$ cat config.mk
export PLATFORM = sky130hd
export DESIGN_NAME = riscv_mem_arbiter
export DESIGN_NICKNAME = d
export VERILOG_FILES = /design/src/rtl/riscv_mem_arbiter.sv
export SDC_FILE = /design/constraint.sdc
export NUM_CORES = 1
export LEC_CHECK = 0
export CAP_MARGIN = 20
export CORE_AREA = 5 5 104 106
export DETAILED_ROUTE_END_ITERATION = 10
export DIE_AREA = 0 0 109 111
export PLACE_DENSITY = 0.67
export REMOVE_ABC_BUFFERS = 1
export SYNTH_ARGS = -nofsm -noshare
export SYNTH_HDL_FRONTEND = slang
export SYNTH_SLANG_ARGS = --single-unit
$ cat constraint.sdc
create_clock -name clk -period 5.2 [get_ports clk]
set_input_delay 1.04 -clock clk [delete_from_list [all_inputs] [get_ports clk]]
set_output_delay 1.04 -clock clk [all_outputs]
set_load 0.03 [all_outputs]
$ cat src/rtl/riscv_mem_arbiter.sv
// Shares one memory port between the instruction fetcher (I) and the load/store unit (D).
// One outstanding transaction, combinational grant and response forwarding, stale-fetch drop.
module riscv_mem_arbiter #(
  parameter int unsigned ADDR_W     = 32,
  parameter int unsigned DATA_W     = 32,
  parameter int unsigned STARVE_MAX = 4
) (
  input  logic                clk,
  input  logic                rst,
  input  logic                i_req,
  input  logic [ADDR_W-1:0]   i_addr,
  input  logic                i_flush,
  output logic                i_gnt,
  output logic                i_rvalid,
  output logic [DATA_W-1:0]   i_rdata,
  input  logic                d_req,
  input  logic                d_we,
  input  logic [DATA_W/8-1:0] d_be,
  input  logic [ADDR_W-1:0]   d_addr,
  input  logic [DATA_W-1:0]   d_wdata,
  output logic                d_gnt,
  output logic                d_rvalid,
  output logic [DATA_W-1:0]   d_rdata,
  output logic                m_req,
  output logic                m_we,
  output logic [DATA_W/8-1:0] m_be,
  output logic [ADDR_W-1:0]   m_addr,
  output logic [DATA_W-1:0]   m_wdata,
  input  logic                m_gnt,
  input  logic                m_rvalid,
  input  logic [DATA_W-1:0]   m_rdata
);

  localparam int unsigned BE_W  = DATA_W / 8;
  localparam int unsigned CNT_W = $clog2(STARVE_MAX + 1);

  typedef enum logic [1:0] {
    IDLE   = 2'd0,
    WAIT_I = 2'd1,
    WAIT_D = 2'd2
  } state_e;

  state_e             state_q, state_d;
  logic               lock_q, lock_d;
  logic               own_q, own_d;      // locked owner: 1 = D, 0 = I
  logic [CNT_W-1:0]   starve_q, starve_d;
  logic               drop_q, drop_d;

  logic               resp;
  logic               window;
  logic               pick_dside;
  logic               grant;

  // State register
  always_ff @(posedge clk or posedge rst) begin
    if (rst) begin
      state_q  <= IDLE;
      lock_q   <= 1'b0;
      own_q    <= 1'b0;
      starve_q <= '0;
      drop_q   <= 1'b0;
    end else begin
      state_q  <= state_d;
      lock_q   <= lock_d;
      own_q    <= own_d;
      starve_q <= starve_d;
      drop_q   <= drop_d;
    end
  end

  // Arbitration, response routing and next-state
  always_comb begin
    state_d    = state_q;
    lock_d     = lock_q;
    own_d      = own_q;
    starve_d   = starve_q;
    drop_d     = drop_q;
    m_req      = 1'b0;
    m_we       = 1'b0;
    m_be       = '0;
    m_addr     = '0;
    m_wdata    = '0;
    i_gnt      = 1'b0;
    d_gnt      = 1'b0;
    i_rvalid   = 1'b0;
    i_rdata    = '0;
    d_rvalid   = 1'b0;
    d_rdata    = '0;
    pick_dside = 1'b0;

    resp   = m_rvalid & (state_q != IDLE);
    window = ~rst & ((state_q == IDLE) | resp);

    if (lock_q) begin
      pick_dside = own_q;
    end else if ((starve_q == CNT_W'(STARVE_MAX)) && i_req) begin
      pick_dside = 1'b0;
    end else begin
      pick_dside = d_req;
    end

    m_req = window & (pick_dside ? d_req : i_req);
    if (m_req) begin
      if (pick_dside) begin
        m_we    = d_we;
        m_be    = d_be;
        m_addr  = d_addr;
        m_wdata = d_wdata;
      end else begin
        m_be    = {BE_W{1'b1}};
        m_addr  = i_addr;
      end
    end

    grant = m_req & m_gnt;
    i_gnt = grant & ~pick_dside;
    d_gnt = grant & pick_dside;

    if (m_req && !m_gnt) begin
      lock_d = 1'b1;
      own_d  = pick_dside;
    end else if (grant) begin
      lock_d = 1'b0;
    end

    if (!i_req || i_gnt) begin
      starve_d = '0;
    end else if (d_gnt && (starve_q != CNT_W'(STARVE_MAX))) begin
      starve_d = starve_q + CNT_W'(1);
    end

    if (resp && (state_q == WAIT_D)) begin
      d_rvalid = 1'b1;
      d_rdata  = m_rdata;
    end
    if (resp && (state_q == WAIT_I)) begin
      i_rvalid = ~(drop_q | i_flush);
      i_rdata  = m_rdata;
    end

    // Drop only tags the fetch currently outstanding, never a new one granted alongside its response
    if (state_q == WAIT_I) begin
      if (m_rvalid) begin
        drop_d = 1'b0;
      end else if (i_flush) begin
        drop_d = 1'b1;
      end
    end

    if (grant) begin
      state_d = pick_dside ? WAIT_D : WAIT_I;
    end else if (resp) begin
      state_d = IDLE;
    end
  end

endmodule

Word-level counts from Yosys, hierarchy flattened
Index checks and enable logic that the tools add are counted.
{ "word_totals": {"input_bits": 140, "out_inout_bits": 138, "wordCells": 60, "reg_bits": 8, "mem_bits_rw": 0, "romBits": 0, "mem_count": 0, "latchBits": 0} }
{ "classes": {"bitwise_logic": 11, "n_eq_ne": 4, "reduce_logical": 15, "mul": 0, "n_mux": 24, "addsub": 1, "shifts": 0, "div": 0, "order_cmp": 0} }
{ "op_table": {"columns": ["operator", "count"], "rows": [
  ["$mux W32", 6],
  ["$mux W1", 11],
  ["$reduce_bool A2 Y1", 5],
  ["$mux W4", 2],
  ["$and A1 B1 Y1", 6],
  ["$mux W2", 3],
  ["$mux W3", 2],
  ["$logic_and A1 B1 Y1", 5],
  ["$add A3 B1 Y3 const B", 1],
  ["$eq A3 B3 Y1 const B", 1],
  ["$ne A3 B3 Y1 const B", 1],
  ["$not A1 Y1", 3],
  ["$eq A2 B1 Y1 const B", 1],
  ["$eq A2 B2 Y1 const B", 1],
  ["$logic_not A1 Y1", 2],
  ["$logic_not A2 Y1", 1],
  ["$or A1 B1 Y1", 2],
  ["$reduce_and A2 Y1", 1],
  ["$logic_or A1 B1 Y1", 1]
]} }

Longest topological paths before layout
Gate-level depths: netlist of run 1.
{ "depth": {"depth_word": 11, "ltp_mapped": 8, "depth_no_buf": 6} }

Least setup slack after synthesis of run 1
No wires, ideal clock.
{ "synth_timing": {"path_kind": "input-to-output", "start": "input rst", "end": "output m_addr[3]", "cell_stages": 6, "arrival_ps": 2412, "required_ps": 4160, "slack_ps": 1748, "cell_sequence": "inv_1 and3_1 buf_2 o21ai_4 buf_2 a21oi_1"} }
{ "synth_via": {"elab_chain_len": 4} }
{ "synth_lines": {"columns": ["item", "line", "source"], "rows": [
  ["start, declared", "9", "input logic rst,"],
  ["$not A1 Y1", "92", "window = ~rst & ((state_q == IDLE) | resp);"],
  ["$and A1 B1 Y1", "92", null],
  ["$and A1 B1 Y1", "102", "m_req = window & (pick_dside ? d_req : i_req);"],
  ["$mux W32", "103", "if (m_req) begin"],
  ["end, declared", "27", "output logic [ADDR_W-1:0] m_addr,"]
]} }
No other way between the ends.

Worst setup path in the final report of run 1
{ "layout_timing": {"start": "input i_req", "end": "output m_addr[13]"} }
{ "layout_via": {"elab_chain_len": 6} }
{ "layout_lines": {"columns": ["item", "line", "source"], "rows": [
  ["start, declared", "10", "input logic i_req,"],
  ["$logic_and A1 B1 Y1", "96", "end else if ((starve_q == CNT_W'(STARVE_MAX)) && i_req) begin"],
  ["$mux W1", "96", null],
  ["$mux W1", "94", "if (lock_q) begin"],
  ["$mux W1", "102", null],
  ["$and A1 B1 Y1", "102", null],
  ["$mux W32 (*)", "103", null]
]} }
Mark *: on every way between the ends. The rest lies on a longest branch, timed or not.

==> results of run 1 <==
==> routing by layer <==
layer | global-route usage | share of wire | vias up
met5 | 0 | 0 | -
met4 | 0.0320 | 0.011 | 0
met3 | 0.0670 | 0.14 | 9
met2 | 0.297 | 0.51 | 173
met1 | 0.146 | 0.33 | 1202
li1 | - | - | 1440
==> synth_stat cells (all sizes together), types with 2 or more instances <==
cell    instances
and2           64
o22ai           2
a31oi           2
and3           36
buf            11
nand4           3
o21ai           2
nand3b          2
inv             7
ha              2
clkbuf         13
nand2          67
o31ai           2
nor2           12
a21oi          33
o32ai           2
dfrtp           8
==> sequential cells by signal (all words and copies together) (netlist names) <==
name	count
starve_q	3
state_q	2
drop_q	1
lock_q	1
own_q	1
==> worst max-delay path by stage <==
stage                       to  slack (ns)  cells after the start
floorplan            m_addr[0]        1.09                      4
global placement    m_addr[13]        0.67                      7
detailed placement  m_addr[13]        0.65                      7
CTS                 m_addr[13]        0.64                      7
global route        m_addr[13]        0.56                      7
finish              m_addr[13]        0.73                      7
==> report_power, final <==
group / internal, mW / switching (mW)
sequential: 0.0796 / 0.0193
clock: 0.0500 / 0.0234
combinational: 0.545 / 0.757
==> area by class of cell <==
cell class	count	share of cell area
tap	133	0.0358
timing repair buffer	284	0.616
clock buffer	3	0.00889
multi-input combinational	237	0.290
sequential	8	0.0431
inverter	7	0.00566
==> logic make-up after synthesis <==
logic type               share of synthesized area
AO/OA/AOI/OAI                                0.188
AND/OR/NAND/NOR                              0.573
buffers and inverters                       0.0975
multiplexers                               0.00880
flip-flops                                   0.117
adder cells (fa/ha/maj)                     0.0147
==> tightest hold or removal path: cells and delay by family, from the launching register on <==
kind            cells  cell delay, ns
simple gates        1            0.09
flops               1            0.33
compound gates      1            0.04
==> metrics by stage <==
stage	instance area [sq um]	setup slack, ns	total power [mW]	utilization
final	4640	0.727	1.47	0.479
after floorplan	1570	1.09	0.814	-
after CTS	4620	0.641	1.49	0.477
after detailed placement	4580	0.651	1.41	0.473
after global placement	4580	0.669	1.40	0.473
after global routing	4640	0.557	1.58	0.479
==> key figures, run 1 <==
Timing
  – Endpoints failing setup: 0
  – Fin. max-slew vios: 0
  – Total negative slack: 0 ns
  – Hold WS: 0.504 ns
  – Fin. Hold Viols: 0
  – Worst Tran Pin Value: 0.677 ns
  – Fmax: 224 MHz
  – Skew final: 0.00232 ns
  – RSZ-0062 raised after global routing: no
  – Period minus WS final: 4.47 ns
  – Rel. slew slack: 0.548
  – Final period util: 0.860

Worst hold path
  – WHS Path Cells: 2
  – Worst hold path class: reg2reg
  – WHS Endpoint: drop_q
  – Worst Hold Launch: drop_q

GRT
  – Initial antenna violation count: 0
  – First-pass GRT wire length: 15.0 mm
  – Global-route usage over all layers: 0.154
  – Largest net degree at the start of global routing: 51
  – Vias in the first global route: 2900
  – GRT overflow: 0

Clock tree
  – H-tree levels: 1
  – Hold bufs inserted after CTS: 0
  – Post-CTS Resized: 0
  – CTS tree: done
  – Maximum clock path buffer count: 2
  – Root Buffer Master: clkbuf_8
  – Clk sinks: 8
  – Post-CTS Setup Bufs: 0
  – Reg clk slew, reported paths: 0.04 ns
  – Clk Latency, worst-skew pair: 0.23 ns
  – TritonCTS buffer count: 3

Critical path
  – Crit-path slowest cell: clkdlybuf4s50_1
  – R2R setup slack: 3.42 ns
  – Kind of critical path: in2out
  – Worst EP required: 4.16 ns
  – CP max stage delay: 0.70 ns
  – R2R depth: 7
  – Buf+Inv Stages, Crit Path: 4
  – Crit-path cells: clkdlybuf4s50_1 > inv_2 > o31ai_4 > buf_4 > nand2_1 > a21oi_2 > clkdlybuf4s50_1
  – Launching point of the worst reg2reg path: starve_q[0]
  – Crit path DAT: 3.43 ns
  – Worst-path maximum fanout: 39
  – Crit Reg-Reg Endpoint: state_q[0]
  – Startpoint Class: primary input
  – CP top delay family: buffers and inverters
  – Most used cell, CP: clkdlybuf4s50_1
  – Crit path from: i_req
  – CP endpoint kind: primary output

Final layout
  – Share of cells above drive strength 1: 0.0538
  – Fin cells: 672
  – Multi-input gate area: 1350 sq um
  – Layout Nets: 683
  – Filler cell count: 978
  – Layout area overhead: 172%
  – ANT cells: 0
  – Commonest cells after routing, fill and taps aside: 276 x clkdlybuf4s50_1, 65 x nand2_1, 64 x and2_1, 36 x and3_1, 23 x a21oi_1
  – FF+latch area: 200 sq um
  – Commonest non-fill, non-tap cell in the layout: clkdlybuf4s50_1

Power and ir drop
  – PD cells: 318 nW/um^2
  – Leakage power: 1.89 nW
  – Maximum VDD drop: 0.166 mV

Logic synthesis
  – Largest cells by area after synthesis: and2_1 23%, nand2_1 14%, and3_1 13%, dfrtp_1 12%, a21oi_1 6.7%
  – Ys Warns: 0
  – Post-synthesis sequential area ratio: 0.117
  – Synth Register Bits: 8
  – Asr flop ratio synth: 1.00
  – Number of synthesized flops with an enable pin: 0
  – Yosys cell types: 33
  – Share of the synthesized area in the top cell type: 0.235
  – Syn avg cell area: 6.18 sq um
  – Gate Count Post-Synth: 276
  – Top FF cell, synth: dfrtp_1
  – Cell Area, Synth: 1710 sq um
  – Cell taking the most area after synthesis: and2_1

Routing
  – DR WL/cell: 15.1 microns
  – Total number of vias: 2824
  – DRC violations left: 0
  – WL final: 10.2 mm
  – First-pass DRT Iterations: 5
  – Starting DRT DRC Count: 78
  – Routed Antenna Nets: 0
  – Vias per Instance: 4.20

Placement
  – Number of placed cells counting well taps: 668
  – Port bufs: 277
  – GPL Wtd Cong: 0.785
  – DP HPWL: 8.87 mm

Floorplan
  – IO Count: 278
  – Starting Density: 0.176
  – DIE WIDTH: 109 microns
  – Die height: 111 microns
  – DIE AREA: 12100 sq um
  – Core footprint: 9680 sq um
  – Row count: 36

Status
  – Status: finished clean

Job
  – Total of max-cap violations: 0
Power figures use the tool's default switching activity.
==> run 2, diff against run 1 <==
--- a/config.mk
+++ b/config.mk
@@ -6,10 +6,10 @@
 export NUM_CORES = 1
 export LEC_CHECK = 0
 export CAP_MARGIN = 20
-export CORE_AREA = 5 5 104 106
+export CORE_AREA = 5 5 105 107
 export DETAILED_ROUTE_END_ITERATION = 10
-export DIE_AREA = 0 0 109 111
-export PLACE_DENSITY = 0.67
+export DIE_AREA = 0 0 110 112
+export PLACE_DENSITY = 0.69
 export REMOVE_ABC_BUFFERS = 1
 export SYNTH_ARGS = -nofsm -noshare
 export SYNTH_HDL_FRONTEND = slang
==> constraint.sdc (replaced) <==
create_clock -name clk -period 4.1 [get_ports clk]
set_input_delay 0.82 -clock clk [delete_from_list [all_inputs] [get_ports clk]]
set_output_delay 0.82 -clock clk [all_outputs]
set_load 0.03 [all_outputs]
==> key figures, run 2 (synthesis gave the netlist of run 1 again) <==
Routing
  – DR WL/cell: 14.9 microns
  – Vias per Instance: 4.29
  – Total number of vias: 2896
  – WL final: 10.1 mm
  – Routed Antenna Nets: 0
  – Starting DRT DRC Count: 148
  – First-pass DRT Iterations: 4
  – DRC violations left: 0

Placement
  – DP HPWL: 8.60 mm
  – Number of placed cells counting well taps: 671
  – Post-placement setup slack: 0.359 ns
  – GPL Wtd Cong: 0.796
  – Port bufs: 277

Final layout
  – Commonest cells after routing, fill and taps aside: 207 x clkdlybuf4s50_1, 65 x nand2_1, 64 x and2_1, 60 x buf_4, 36 x and3_1
  – Layout area overhead: 172%
  – Largest regs: starve_q x3, state_q x2
  – Filler cell count: 995
  – Multi-input gate area: 1350 sq um
  – Fin cells: 675
  – Biggest register: starve_q
  – Share of cells above drive strength 1: 0.182
  – Max reg flops: 3
  – Commonest non-fill, non-tap cell in the layout: clkdlybuf4s50_1
  – Layout Nets: 683
  – ANT cells: 0
  – End-of-flow core utilization: 0.463
  – FF+latch area: 200 sq um

GRT
  – Vias in the first global route: 2916
  – Largest net degree at the start of global routing: 57
  – GRT overflow: 0
  – Initial antenna violation count: 0
  – First-pass GRT wire length: 14.9 mm
  – Global-route usage over all layers: 0.149

Clock tree
  – Hold bufs inserted after CTS: 0
  – H-tree levels: 1
  – Maximum clock path buffer count: 2
  – CTS tree: done
  – Reg clk slew, reported paths: 0.04 ns
  – Clk sinks: 8
  – Post-CTS Setup Bufs: 0
  – Clk Latency, worst-skew pair: 0.23 ns
  – Post-CTS Resized: 0
  – TritonCTS buffer count: 3
  – Root Buffer Master: clkbuf_8

Floorplan
  – DIE WIDTH: 110 microns
  – Core footprint: 10000 sq um
  – DIE AREA: 12300 sq um
  – Starting Density: 0.170
  – Row count: 37
  – IO Count: 278
  – Die height: 112 microns

Worst hold path
  – WHS Endpoint: drop_q
  – WHS Path Cells: 2
  – Worst hold path class: reg2reg
  – Worst Hold Launch: drop_q

Critical path
  – Startpoint Class: primary input
  – Launching point of the worst reg2reg path: starve_q[0]
  – CP max stage delay: 0.63 ns
  – Crit Reg-Reg Endpoint: starve_q[1]
  – Crit path DAT: 2.89 ns
  – Critical Path Stages: 6
  – Crit-path slowest cell: clkdlybuf4s50_1
  – Kind of critical path: in2out
  – Crit path from: i_req
  – CP top delay family: buffers and inverters
  – Crit-path cells: clkdlybuf4s50_1 > inv_2 > o31ai_4 > buf_4 > nor2_1 > clkdlybuf4s50_1
  – Worst-path maximum fanout: 38
  – Buf+Inv Stages, Crit Path: 4
  – Worst EP required: 3.28 ns
  – R2R setup slack: 2.26 ns
  – Most used cell, CP: clkdlybuf4s50_1
  – CP endpoint kind: primary output
  – R2R depth: 7

Power and ir drop
  – Maximum VDD drop: 0.236 mV
  – Leakage power: 2.06 nW
  – PD cells: 410 nW/um^2

Timing
  – Fin. Hold Viols: 0
  – Skew final: 0.00133 ns
  – Setup ws final: 0.391 ns
  – Fin. max-slew vios: 0
  – Hold WS: 0.497 ns
  – Endpoints failing setup: 0
  – Total negative slack: 0 ns
  – Fmax: 270 MHz
  – Final period util: 0.905
  – Rel. slew slack: 0.737
  – Worst Tran Pin Value: 0.394 ns
  – RSZ-0062 raised after global routing: no
  – Period minus WS final: 3.71 ns

Job
  – Total of max-cap violations: 0

Status
  – Status: finished clean
## run 2: stage by stage
stage / instance area [sq um] / power [mW]
final: 4650 / 1.91
after global routing: 4650 / 2.03
after CTS: 4630 / 1.92
after detailed placement: 4590 / 1.82
after global placement: 4590 / 1.80
after floorplan: 1570 / 1.03
## run 2: layout make-up
type / instances / share of cell area
sequential: 8 / 0.0431
tap: 136 / 0.0366
timing repair buffer: 284 / 0.616
multi-input combinational: 237 / 0.290
inverter: 7 / 0.00565
clock buffer: 3 / 0.00888
## run 2: layer usage
metal | wire [microns] | vias to the layer above | track usage | share of wire
li1 | - | 1440 | - | -
met1 | 3300 | 1257 | 0.143 | 0.33
met2 | 5300 | 193 | 0.295 | 0.53
met3 | 1410 | 6 | 0.0580 | 0.14
met4 | 65 | 0 | 0.0200 | 0.0064
met5 | 0 | - | 0 | 0
## run 2: how the worst max path moves through the flow
stage                           end  slack [ns]
final                         d_gnt        0.39
after global routing          d_gnt        0.22
after CTS                 m_addr[2]        0.36
after detailed placement  m_addr[2]        0.36
after global placement        d_gnt        0.38
after floorplan           m_addr[0]        0.43
## run 2: worst register-to-register path, delay by kind of cell (launching register included)
kind            cells  cell delay [ns]
fa+ha+maj           1             0.21
flops               1             0.38
simple gates        2             0.28
buf+inv             2             0.33
compound gates      2             0.51
## run 2: power breakdown
group / internal [mW] / switching [mW] / leakage, nW
combinational: 0.698 / 0.984 / 1.93
clock: 0.0637 / 0.0325 / 0.0216
sequential: 0.101 / 0.0265 / 0.103
total: 0.863 / 1.04 / 2.06
